--- src/rtl/kgp_flags_pkg.sv ---
// Shared flag definitions for the branch-condition path: flag vector layout,
// scoreboard limits and the opcode classes that decide whether carry is written.
package kgp_flags_pkg;

    typedef struct packed {
        logic zero;
        logic sign;
        logic carry;
    } flags_t;

    localparam int FLAG_Z = 2;
    localparam int FLAG_S = 1;
    localparam int FLAG_C = 0;

    localparam int MAX_PENDING_LIMIT = 7;

    typedef enum logic [1:0] {
        OPC_LOGIC = 2'd0,
        OPC_ADD   = 2'd1,
        OPC_COMP  = 2'd2,
        OPC_SHIFT = 2'd3
    } opc_class_t;

    // Only arithmetic and compare classes produce a meaningful carry.
    function automatic logic opc_updates_carry(opc_class_t opc);
        return (opc == OPC_ADD) || (opc == OPC_COMP);
    endfunction

endpackage

--- src/rtl/flag_scoreboard_calc.sv ---
// Combinational next-flag computation from an ALU result; carry is held
// unless the result belongs to a carry-producing instruction class.
module flag_calc
    import kgp_flags_pkg::*;
#(
    parameter int WIDTH = 32
) (
    input  logic [WIDTH-1:0] res_data,
    input  logic             res_carry,
    input  logic             res_upd_c,
    input  flags_t           cur,
    output flags_t           nxt
);

    always_comb begin
        nxt       = cur;
        nxt.zero  = (res_data == '0);
        nxt.sign  = res_data[WIDTH-1];
        nxt.carry = res_upd_c ? res_carry : cur.carry;
    end

endmodule

--- src/rtl/flag_scoreboard.sv ---
// Flag register with an outstanding-instruction scoreboard: tracks issued
// flag-setting instructions and qualifies the flags for jump control.
module flag_scoreboard
    import kgp_flags_pkg::*;
#(
    parameter int WIDTH       = 32,
    parameter int MAX_PENDING = 3,
    parameter int BYPASS      = 1
) (
    input  logic             clk,
    input  logic             rst_n,
    input  logic             iss_valid,
    output logic             iss_ready,
    input  logic             res_valid,
    input  logic [WIDTH-1:0] res_data,
    input  logic             res_carry,
    input  logic             res_upd_c,
    input  logic             flush,
    output logic             flag_zero,
    output logic             flag_sign,
    output logic             flag_carry,
    output logic             flags_valid,
    output logic [2:0]       pending_cnt,
    output logic             err_spurious
);

    localparam logic [2:0] MAX_CNT = 3'(MAX_PENDING);

    logic [2:0] count;
    logic [2:0] count_nxt;
    logic       commit;
    logic       accept;
    logic       spurious;
    flags_t     flags_q;
    flags_t     flags_calc;
    flags_t     flags_out;

    assign commit    = res_valid && !flush && (count != 3'd0);
    assign spurious  = res_valid && !flush && (count == 3'd0);
    assign iss_ready = (count < MAX_CNT) || commit;
    assign accept    = iss_valid && iss_ready;

    // A flush drops every older instruction but keeps a same-cycle issue.
    always_comb begin
        count_nxt = count;
        if (flush) begin
            count_nxt = accept ? 3'd1 : 3'd0;
        end else if (accept && !commit) begin
            count_nxt = count + 3'd1;
        end else if (commit && !accept) begin
            count_nxt = count - 3'd1;
        end
    end

    flag_calc #(
        .WIDTH(WIDTH)
    ) u_calc (
        .res_data (res_data),
        .res_carry(res_carry),
        .res_upd_c(res_upd_c),
        .cur      (flags_q),
        .nxt      (flags_calc)
    );

    always_ff @(posedge clk or negedge rst_n) begin
        if (!rst_n) begin
            count        <= 3'd0;
            flags_q      <= '0;
            err_spurious <= 1'b0;
        end else begin
            count <= count_nxt;
            if (commit) begin
                flags_q <= flags_calc;
            end
            if (spurious) begin
                err_spurious <= 1'b1;
            end
        end
    end

    // Bypass lets a branch waiting on the last outstanding result resolve in the commit cycle.
    generate
        if (BYPASS != 0) begin : g_bypass
            assign flags_out   = commit ? flags_calc : flags_q;
            assign flags_valid = (count == 3'd0) || ((count == 3'd1) && commit && !accept);
        end else begin : g_registered
            assign flags_out   = flags_q;
            assign flags_valid = (count == 3'd0);
        end
    endgenerate

    assign flag_zero   = flags_out[FLAG_Z];
    assign flag_sign   = flags_out[FLAG_S];
    assign flag_carry  = flags_out[FLAG_C];
    assign pending_cnt = count;

endmodule

--- config.mk ---
export PLATFORM = sky130hd
export DESIGN_NAME = flag_scoreboard
export DESIGN_NICKNAME = d
export VERILOG_FILES = /design/src/rtl/kgp_flags_pkg.sv /design/src/rtl/flag_scoreboard_calc.sv /design/src/rtl/flag_scoreboard.sv
export SDC_FILE = /design/constraint.sdc
export NUM_CORES = 1
export LEC_CHECK = 0
export CAP_MARGIN = 20
export CORE_ASPECT_RATIO = 1.5
export CORE_MARGIN = 10
export CORE_UTILIZATION = 28
export CTS_CLUSTER_SIZE = 28
export DETAILED_ROUTE_END_ITERATION = 6
export MAX_ROUTING_LAYER = met4
export PLACE_DENSITY = 0.74
export SLEW_MARGIN = 20
export SYNTH_ARGS = -nofsm -noshare
export SYNTH_HDL_FRONTEND = slang
export SYNTH_SLANG_ARGS = --single-unit
--- constraint.sdc ---
create_clock -name clk -period 1.7 [get_ports clk]
set_input_delay 0.34 -clock clk [delete_from_list [all_inputs] [get_ports clk]]
set_output_delay 0.34 -clock clk [all_outputs]
set_load 0.01 [all_outputs]
== Word-level counts from Yosys, hierarchy flattened ==
Cells that the tools add are included.
Cells by class
  add/sub/neg operators: 2
  magnitude comparators: 1
  eq/ne operators: 1
  multiplexer cells: 6
  reductions and logical operators: 17
Operators by type and width (count)
  $logic_not 32->1: 1
  $mux 3: 4
  $logic_and 1x1->1: 8
  $reduce_bool 3->1: 2
  $add 3x1->3 const B: 1
  $eq 3x1->1 const B: 1
  $logic_not 1->1: 3
  $logic_not 3->1: 1
  $lt 3x2->1 const B: 1
  $sub 3x1->3 const B: 1
  $logic_or 1x1->1: 2
  $mux 1: 2
Word-level totals
  flip-flop bits (word level): 7
  bits of input ports: 39
  output and inout port bits: 9

== Logic depth before layout (Yosys ltp) ==
Gate-level depths: netlist (run 1).
  depth in word-level cells: 10
  gate-level depth with buffers: 6
  mapped depth without buffers: 6

== Cells and area by module ==
A second synthesis (run 1) with hierarchy kept.
Unflattened totals
  cells, all modules: 65
  area, all modules: 609.3 µm²
By module, submodules not included
  flag_scoreboard: times used 1, cells an instance 52, area an instance 518.0 µm², sequential area each 175.2 µm²
  flag_calc: times used 1, cells an instance 13, area an instance 91.3 µm², sequential area each 0.0 µm²

== Least setup slack after synthesis (run 1) ==
OpenSTA, ideal clock, no wires.
  kind: reg2out
  start point: register count[0] (netlist: pending_cnt[0])
  end point: output flag_carry
  arrival time: 1.613 ns
  path slack: -0.253 ns
  cell stages (with the launch flop): 7
  path buffers: 0
  cell sequence: dfrtp_1 inv_1 ha_1 nor2b_4 nor2_1 nand2_1 mux2_1
On the way
  longest elaborated chain between the ends: 3
Ends and longest elaborated chain
  start: declaration: RTL line flag_scoreboard.sv:29  | logic [2:0] count;
  start signal: assignment: RTL line flag_scoreboard.sv:71  | count <= count_nxt;
  $reduce_bool 3->1: RTL line flag_scoreboard.sv:38  | assign commit = res_valid && !flush && (count != 3'd0);
  $logic_and 1x1->1: RTL line flag_scoreboard.sv:38
  $mux 3
  end: declaration: RTL line flag_scoreboard.sv:21  | output logic flag_carry,
No other way between the ends.

== Worst setup path in the final report (run 1) ==
  start point: input res_data[27]
  end point: output flag_zero
On the way
  longest elaborated chain between the ends: 2
Ends and longest elaborated chain
  start: declaration: RTL line flag_scoreboard.sv:15  | input logic [WIDTH-1:0] res_data,
  $logic_not 32->1: RTL line flag_scoreboard_calc.sv:17  | nxt.zero = (res_data == '0);
  $mux 3
  end: declaration: RTL line flag_scoreboard.sv:19  | output logic flag_zero,
No other way between the ends.

==> metrics.cfg, run 1 <==
[layout]
area_delta_synth_final_pct=152
multi_input_area_um2=507
nets=193
top_library_cells_by_usage_in_the_layout_fill_and_taps_aside=sky130_fd_sc_hd__buf_4 (31), sky130_fd_sc_hd__clkdlybuf4s50_1 (16), sky130_fd_sc_hd__dlygate4sd2_1 (15)
diodes=0
layout_commonest_cell=sky130_fd_sc_hd__buf_4
drive_above_1_share=0.443
finalCoreUtilization=0.733
final.fill_count=155
register_area_um2=178

[floorplan]
start_util=0.291
boundaryPins=48
rows=20
design.die.area_mm2=0.00435
die_width_um=57.3
die_y_um=75.9
floorplan.core_area_mm2=0.00200

[sta]
setup_slack_ns=-0.264
max_slew.worst_pin.slew_ns=0.382
clock.fmax_mhz=509
slew_headroom=0.744
slew_violations=0
final_period_util=1.16
setup_viol=6
grt_setup_unrepaired=true
fin_skew_ns=0.00410
period_minus_slack_ns=1.96
report.final.hold_viol_count=0

[cts]
cts_sinks=7
clkTransAtPathRegs_ns=0.06
tritoncts=built
clkLatencyLatePin_ns=0.27
numCtsBuffers=3
ctsRootBufferMaster=sky130_fd_sc_hd__clkbuf_4
clockBufferDepth=2
cts.htree.levels=1

[yosys]
synthesis.yosys.warnings=0
synth.ff_latch_count=7
syn_avg_cell_area_um2=8.70
netlist-cell-type-count=28
syn-cell-area_um2=583
post_synthesis_sequential_area_ratio=0.300
netlist_instances=67
synth_nets=110

[detailed_routing]
post_drt_wl_per_cell_um=17.2
vias_per_cell=5.23
antenna_left=0
vias=895
detailedRoute.firstIterationViolations=4
drt_total_wl_um=2940
dr.pass1.iters=4
route.detailed.drc=0

[power]
share_comb_of_total_power=0.740
switching_share=0.385
leakage_nw=0.735
power_density_mw_per_mm2=1110
power.internal_w=0.00100
share_of_power_burned_in_registers=0.158
clock_power_share=0.102
net-switching-power_w=0.000626
vdd_drop_max_uv=734

[worst_setup_path]
r2r_setup_slack_ns=-0.11
reg2reg_from=pending_cnt[0]
critical_path.cell_chain=clkdlybuf4s50_1 -> nor4_2 -> nand4_1 -> o31ai_4 -> buf_2
critPathMaxFanout=2
r2r.worst_path.cells=12
setup.worst_path.end_class=primary output
setup.worst_path.start=res_data[27]
crit_path_start_kind=input port
critical-path-slowest-cell=sky130_fd_sc_hd__clkdlybuf4s50_1
critPathKind=in2out
critical_path_max_stage_delay_ns=0.42
reg2reg_to=flags_q[1]
critical_path.endpoint=flag_zero
critPathArrivalTime_ns=1.62
data_required_time_of_the_critical_path_ns=1.36

[outcome]
failed_checks=setup timing
status=complete, but fails checks

[placed_design]
place.detailed.hpwl_um=2330
detailedPlace.worstSlack_ns=-0.864
place.port_buffers=47
gp_congestion=0.838

[global_routing]
grt_max_degree=8
grt_pass1_wl_um=4750
antenna_found_initial=0
first_global_vias=1114
grt-ovfl-total=0
grt.total_usage=0.142

[job]
cap_viol_max_count=0

[min_path]
worst_hold_path_type=in2async

==> synth_stat cells <==
| master | n | share of area |
|---|---|---|
| sky130_fd_sc_hd__nor4_1 | 8 | 0.086 |
| sky130_fd_sc_hd__dfrtp_1 | 7 | 0.30 |
| sky130_fd_sc_hd__nand2_1 | 7 | 0.045 |
| sky130_fd_sc_hd__nor2_1 | 6 | 0.039 |
| sky130_fd_sc_hd__ha_1 | 4 | 0.086 |
| sky130_fd_sc_hd__inv_1 | 4 | 0.026 |
| sky130_fd_sc_hd__a21oi_1 | 3 | 0.026 |
| sky130_fd_sc_hd__nand3_1 | 3 | 0.026 |
| sky130_fd_sc_hd__a31oi_1 | 2 | 0.021 |
| sky130_fd_sc_hd__nand2b_1 | 2 | 0.021 |
| sky130_fd_sc_hd__nand4_1 | 2 | 0.021 |
| sky130_fd_sc_hd__nor3_1 | 2 | 0.017 |
| sky130_fd_sc_hd__o2bb2ai_1 | 2 | 0.030 |
| sky130_fd_sc_hd__a221o_1 | 1 | 0.017 |
| sky130_fd_sc_hd__a221oi_1 | 1 | 0.015 |
| sky130_fd_sc_hd__a31o_2 | 1 | 0.015 |
| sky130_fd_sc_hd__and3_4 | 1 | 0.019 |
| sky130_fd_sc_hd__buf_6 | 1 | 0.019 |
| sky130_fd_sc_hd__mux2_1 | 1 | 0.019 |
| sky130_fd_sc_hd__nand2b_2 | 1 | 0.015 |
| sky130_fd_sc_hd__nor2b_2 | 1 | 0.015 |
| sky130_fd_sc_hd__nor2b_4 | 1 | 0.024 |
| sky130_fd_sc_hd__o221ai_2 | 1 | 0.026 |
| sky130_fd_sc_hd__o311a_1 | 1 | 0.017 |
| sky130_fd_sc_hd__o31ai_1 | 1 | 0.013 |
| sky130_fd_sc_hd__o32ai_1 | 1 | 0.015 |
| sky130_fd_sc_hd__or2_2 | 1 | 0.011 |
| sky130_fd_sc_hd__xor2_1 | 1 | 0.015 |
==> how the worst min path moves through the flow <==
stage,start,slack (ns),cells past startpoint,endpoint
floorplan,rst_n,0.04,0,err_spurious
global placement,err_spurious,0.46,1,err_spurious
detailed placement,err_spurious,0.48,1,err_spurious
CTS,rst_n,0.37,1,err_spurious
global route,rst_n,0.38,1,err_spurious
finish,rst_n,0.36,1,pending_cnt[2]
==> power groups by stage <==
stage	logic, W	registers, W	clock network [W]
6_report	0.00120	0.000257	0.000166
2_1_floorplan	0.000452	0.000292	0
3_5_place_dp	0.00105	0.000260	0
5_1_grt	0.00131	0.000265	0.000181
3_3_place_gp	0.00103	0.000257	0
4_1_cts	0.00121	0.000258	0.000169
==> layer usage <==
| metal | vias up | part of all wire | wire, µm | GRT usage |
|---|---|---|---|---|
| met2 | 48 | 0.54 | 1580 | 0.258 |
| li1 | 421 | - | - | - |
| met3 | 12 | 0.065 | 192 | 0.0433 |
| met1 | 414 | 0.36 | 1060 | 0.130 |
| met5 | - | 0 | 0 | - |
| met4 | 0 | 0.036 | 106 | 0.0785 |
==> state kept, by name, summed over array words and instances (netlist names) <==
| signal | count |
|---|---|
| pending_cnt | 3 |
| err_spurious | 1 |
| flags_q | 3 |
==> cell families after synthesis <==
kind of cell,share of synthesized area
flip-flops,0.300
AO/OA/AOI/OAI,0.195
multiplexers,0.0193
buffers and inverters,0.0451
adder cells (fa/ha/maj),0.0858
AND/OR/NAND/NOR,0.339
XOR/XNOR,0.0150
==> per-stage QoR <==
stage                     TNS [ns]  hold WS [ns]  area [µm²]  std cells  power (W)
final                        -1.18         0.358        1470        171    0.00163
after global routing         -1.69         0.382        1470        171    0.00176
after CTS                    -1.44         0.369        1410        174    0.00164
after detailed placement     -4.28         0.477        1260        157    0.00131
after global placement       -3.99         0.457        1260        157    0.00128
after floorplan                  0        0.0444         607         67   0.000744
==> critical path: cells and delay by family <==
kind / cells / cell delay, ns
buf+inv: 2 / 0.60
simple gates: 2 / 0.41
compound gates: 1 / 0.27
==> final cells by class <==
class,instances,share of cell area
Clock buffer,4,0.0179
Timing Repair Buffer,79,0.485
Multi-Input combinational cell,55,0.346
Inverter,4,0.0119
Sequential cell,7,0.121
Tap cell,22,0.0188
==> repair_timing <==
action	4_1_cts	5_1_grt
hold buffers	0	0
buffers inserted	13	1
pin swaps	17	12
hold endpoints to repair	0	0
endpoints found under the setup margin	6	11
gates resized for setup	48	19
(Power assumes the default switching activity.)
==> run 2, diff against run 1 <==
GPL_ROUTABILITY_DRIVEN = 0   (was default)
==> results of run 2 <==
Final layout, timing and power as in run 1 (identical DEF).
==> run 3, diff against run 2 <==
GPL_TIMING_DRIVEN = 1   (was default)
==> results of run 3 <==
Final layout, timing and power as in run 1 (identical DEF).
==> RTL change 1 (flow settings as in run 2) <==
`WIDTH` is set to 32 in 2 places; all go to 28.
--- a/src/rtl/flag_scoreboard_calc.sv
+++ b/src/rtl/flag_scoreboard_calc.sv
@@ -3,7 +3,7 @@
 module flag_calc
     import kgp_flags_pkg::*;
 #(
-    parameter int WIDTH = 32
+    parameter int WIDTH = 28
 ) (
     input  logic [WIDTH-1:0] res_data,
     input  logic             res_carry,
--- a/src/rtl/flag_scoreboard.sv
+++ b/src/rtl/flag_scoreboard.sv
@@ -3,7 +3,7 @@
 module flag_scoreboard
     import kgp_flags_pkg::*;
 #(
-    parameter int WIDTH       = 32,
+    parameter int WIDTH       = 28,
     parameter int MAX_PENDING = 3,
     parameter int BYPASS      = 1
 ) (
Ports: changed (resized res_data); port bits go from 48 to 44. No check against the original RTL was run, so the function may have changed too.
==> RTL change 1 against run 2 <==
- the flow still finishes with violations (negative setup slack)
- setup slack worse by 0.0021 ns
- routed wire length down 6.9%
- synthesized cell count down 1.5%
- cell area down 4.9%
- sequential cell count unchanged
- first-iteration DRC count rose to 3.5 times the old value
- synthesized area down 1.3%
- register-to-register slack better by 0.16 ns
- total power down 3.6%
- count of clock-buffer cells in the layout unchanged
==> RTL change 1: results (changes against run 2) <==
[logic_synthesis]
synth-seq-area-share = 0.304  ; +0.00392
mappedNetlistNets = 105  ; -4.5%
synth_top_cells_by_area = sky130_fd_sc_hd__dfrtp_1 (30%), sky130_fd_sc_hd__ha_1 (8.7%), sky130_fd_sc_hd__nor4_1 (7.6%)
most_used_standard_cells_in_the_synthesized_netlist = sky130_fd_sc_hd__dfrtp_1 (7), sky130_fd_sc_hd__nand2_1 (7), sky130_fd_sc_hd__nor4_1 (7), sky130_fd_sc_hd__nor2_1 (6)

[placed_design]
port_buffers = 43  ; -8.5%
dp_worst_setup_slack_ns = -0.760  ; +0.104 ns
detailedPlacementHpwl_um = 2170  ; -6.9%

[global_route]
global_routing_met2_resource_utilization = 0.238  ; -0.0193
grt_first_pass_wirelength_um = 4130  ; -13%
grt_pass1_vias = 937  ; -16%

[sta]
finalSetupTns_ns = -0.904  ; +0.272 ns
finalWorstSetupSlack_ns = -0.266  ; -0.00207 ns
finClkSkew_ns = 0.00789  ; +0.00379 ns
final-setup-viol-count = 5  ; -1
max-slew-margin-rel = 0.767  ; +0.0230

[outcome]
failed_checks = negative setup slack
run_status = finished with violations

[route]
drt-total-wl_um = 2740  ; -6.9%
met3RoutedLength_um = 246  ; +28%
drt-vias-per-instance = 5.40  ; +3.1%
route.layer.met1.wl_um = 942  ; -11%
routed_wire_length_per_instance_um = 17.0  ; -1.1%

[cells_and_area]
num-fill-cells = 153  ; -1.3%
num-nets-final = 179  ; -7.3%
design_area_mm2 = 0.00140  ; -4.9%
layout-drive-gt1-share = 0.439  ; -0.00410

[power]
cellLeakagePower_nw = 0.729  ; -0.79%
netSwitchingFraction = 0.385  ; +0.000420
worst_voltage_drop_across_the_vdd_grid_mv = 0.558  ; -24%

[RTL change 1: changes by cell type after synthesis]
cell / run 2 / this run
sky130_fd_sc_hd__nand3_1: 3 / 4
sky130_fd_sc_hd__nand4_1: 2 / 1
sky130_fd_sc_hd__nor4_1: 8 / 7
[RTL change 1: worst paths after layout]
path,endpoint,cells after the start,from,slack [ns]
worst max-delay path,flag_zero,5,res_data[27],-0.27
worst min-delay path,pending_cnt[2],1,rst_n,0.36
worst max register to register,pending_cnt[2],7,pending_cnt[0],0.05
worst min register to register,err_spurious,1,err_spurious,0.47
max in group asynchronous,pending_cnt[1],1,rst_n,1.06
min in group clk,err_spurious,1,err_spurious,0.47
[RTL change 1: kinds of logic (layout without fill, tap and decap cells)]
group / Yosys count / count (layout) / share of synthesized area
buffers and inverters: 5 / 78 / 0.0456
AOI/OAI and AO/OA: 14 / 14 / 0.198
adders and majority gates: 4 / 4 / 0.0870
and+or+nand+nor: 34 / 34 / 0.330
muxes: 1 / 1 / 0.0196
DFF: 7 / 7 / 0.304
xor gates and xnor gates: 1 / 1 / 0.0152
[RTL change 1: worst max-delay path: stages]
cell and delay (ns):
sky130_fd_sc_hd__clkdlybuf4s50_1 0.46, sky130_fd_sc_hd__nor4_2 0.18, sky130_fd_sc_hd__nand4_1 0.16, sky130_fd_sc_hd__o31ai_2 0.29
sky130_fd_sc_hd__buf_2 0.20
[RTL change 1: cell type report]
type | count | share of cell area
clock buffers | 4 | 0.0188
inverters | 4 | 0.0126
multi-input cells | 54 | 0.341
flip-flops and latches | 7 | 0.127
well taps | 22 | 0.0197
repair buffers | 70 | 0.481
[RTL change 1: what timing repair did]
item | 4_1_cts | 5_1_grt
pin swaps | 12 | 12
setup endpoints to repair | 6 | 9
setup buffers | 6 | 1
gates resized for setup | 39 | 25
==> RTL change 2 (flow settings as in run 2) <==
Made on the original files. Put a register stage on the outputs `flag_zero`, `flag_sign` and `flag_carry`, cleared by the reset. The values now appear one clock later. The other outputs are not delayed to match.
--- a/src/rtl/flag_scoreboard.sv
+++ b/src/rtl/flag_scoreboard.sv
@@ -89,9 +89,17 @@
         end
     endgenerate
 
-    assign flag_zero   = flags_out[FLAG_Z];
-    assign flag_sign   = flags_out[FLAG_S];
-    assign flag_carry  = flags_out[FLAG_C];
+    always_ff @(posedge clk or negedge rst_n) begin
+        if (!rst_n) begin
+            flag_zero  <= '0;
+            flag_sign  <= '0;
+            flag_carry <= '0;
+        end else begin
+            flag_zero  <= flags_out[FLAG_Z];
+            flag_sign  <= flags_out[FLAG_S];
+            flag_carry <= flags_out[FLAG_C];
+        end
+    end
     assign pending_cnt = count;
 
 endmodule
Behaviour: not the same (a bounded check fails within 4 cycles, from zero or initial values and one cycle with rst_n low).
==> RTL change 2 against run 2 <==
- sequential power grew 2%
- die area grew 0.29%
- synthesized area grew 0.43%
- cell area shrank 15%
- setup slack gained 0.32 ns
- sequential cell count is the same
- total power shrank 13%
- routed wire length shrank 12%
- largest power group unchanged
- non-clock buffer count shrank 14
==> RTL change 2: results (changes against run 2) <==
[outcome]
run_status = complete, no violations

[clock_network]
worstSkewPairLatency_ns = 0.25  ; -0.02 ns
post_cts_buffers = 0  ; -13

[route]
routed_wire_length_per_instance_um = 17.0  ; -1.2%
drt_iter0_drc = 22  ; +18
vias = 809  ; -9.6%

[logic_synthesis]
synth_cell_type_count = 29  ; +3.6%
synth_fa_ha_area_frac = 0.0855  ; -0.000367
synth-async-reset-ratio = 1.00  ; unchanged
compound_gate_fraction_of_synth_area = 0.186  ; -0.00938
mappedNetlistNets = 107  ; -2.7%
synthXorXnorAreaFrac = 0.0150  ; -0.0000642
synth_top_cells_by_area = sky130_fd_sc_hd__dfrtp_1 (30%), sky130_fd_sc_hd__ha_1 (8.5%), sky130_fd_sc_hd__nor4_1 (8.5%)
synth.mux.area_fraction = 0.0556  ; +0.0362
synth-seq-area-share = 0.299  ; -0.00128

[power]
cellLeakagePower_nw = 0.560  ; -24%
worst_voltage_drop_across_the_vdd_grid_mv = 0.707  ; -3.7%
netSwitchingFraction = 0.384  ; -0.000730

[sta]
worst_pin_slew_ns = 0.312  ; -0.0702 ns
final-setup-viol-count = 0  ; -6
worst_hold_slack_ns = 0.347  ; -0.0108 ns
finClkSkew_ns = 0.00260  ; -0.00150 ns

[global_route]
grt_first_pass_wirelength_um = 4150  ; -13%
global_route.usage.total = 0.118  ; -0.0236
grt_pass1_vias = 921  ; -17%

[placed_design]
detailedPlacementHpwl_um = 2310  ; -0.97%

[critical_path]
max_stage_delay_ns = 0.40  ; -0.02 ns
critical_path.max_fanout = 4  ; +2
worstReg2RegEnd = pending_cnt[0]
cpMaxStageDelayCell = sky130_fd_sc_hd__dfrtp_1
worst_r2r_path_depth = 7  ; -5
worst_ep_arrival_time_ns = 1.30  ; -0.32 ns
worst_path_dominant_cell_family = flip-flops

[cells_and_area]
layout-drive-gt1-share = 0.267  ; -0.176

-- RTL change 2: cell types whose count changed after synthesis, moves of 2 or more --
| cell | change |
|---|---|
| sky130_fd_sc_hd__a21oi_1 | -2 |
| sky130_fd_sc_hd__nand2_1 | -3 |
| sky130_fd_sc_hd__mux2_2 | +2 |
| sky130_fd_sc_hd__nor2_1 | -2 |
| sky130_fd_sc_hd__o2bb2ai_1 | -2 |
| sky130_fd_sc_hd__nand3_1 | +2 |
-- RTL change 2: power by group through the flow --
stage                     Sequential, mW  Clock [mW]  Combinational [mW]
final                              0.262       0.150                1.01
after CTS                          0.259       0.158               0.950
after floorplan                    0.310           0               0.378
after detailed placement           0.261           0               0.942
after global routing               0.264       0.174                1.10
after global placement             0.257           0               0.918
-- RTL change 2: worst max path at each step --
stage,from,end,slack (ns),cells after the start
global placement,res_valid,flags_valid,-0.32,5
floorplan,pending_cnt[0],pending_cnt[0],0.06,6
detailed placement,res_valid,flags_valid,-0.37,5
global route,pending_cnt[0],flags_valid,-0.005,5
CTS,res_valid,iss_ready,0.006,5
finish,pending_cnt[0],flags_valid,0.06,5
-- RTL change 2: routing by layer --
metal | global-route usage | up-vias | wire, um
met4 | 0.0448 | 0 | 64
li1 | - | 384 | -
met3 | 0.0583 | 8 | 238
met2 | 0.216 | 46 | 1420
met5 | - | - | 0
met1 | 0.0959 | 371 | 876
-- RTL change 2: area by class of cell --
class                      instances  area [um^2]
tap                               22         27.5
clock buffer                       4         26.3
inverter                           5         18.8
fill                             182          749
timing repair buffer              65          606
multi-input combinational         50          399
sequential                         7          175
-- RTL change 2: stage by stage --
stage | TNS (ns) | total power, mW | instances | instance area [um^2] | worst slack, ns
floorplan | 0 | 0.688 | 64 | 586 | 0.0582
global placement | -0.933 | 1.17 | 147 | 1180 | -0.324
detailed placement | -1.12 | 1.20 | 147 | 1180 | -0.366
CTS | 0 | 1.37 | 151 | 1210 | 0.00584
global route | -0.00472 | 1.54 | 153 | 1250 | -0.00472
finish | 0 | 1.42 | 153 | 1250 | 0.0589
-- RTL change 2: kinds of logic (layout without fill, tap and decap cells) --
group                    after synthesis  in the layout
AND/OR/NAND/NOR                       29             29
AO/OA/AOI/OAI                         13             13
flip-flops                             7              7
buffers and inverters                  7             74
adder cells (fa/ha/maj)                4              4
multiplexers                           3              3
XOR/XNOR                               1              1
-- RTL change 2: worst register-to-register path, stage by stage (launching register included) --
cell and delay [ns]:
sky130_fd_sc_hd__dfrtp_1 0.40, sky130_fd_sc_hd__inv_2 0.09, sky130_fd_sc_hd__ha_4 0.16, sky130_fd_sc_hd__nand2b_4 0.06
sky130_fd_sc_hd__buf_4 0.15, sky130_fd_sc_hd__a32o_1 0.24, sky130_fd_sc_hd__a222oi_1 0.21, sky130_fd_sc_hd__o311a_1 0.21
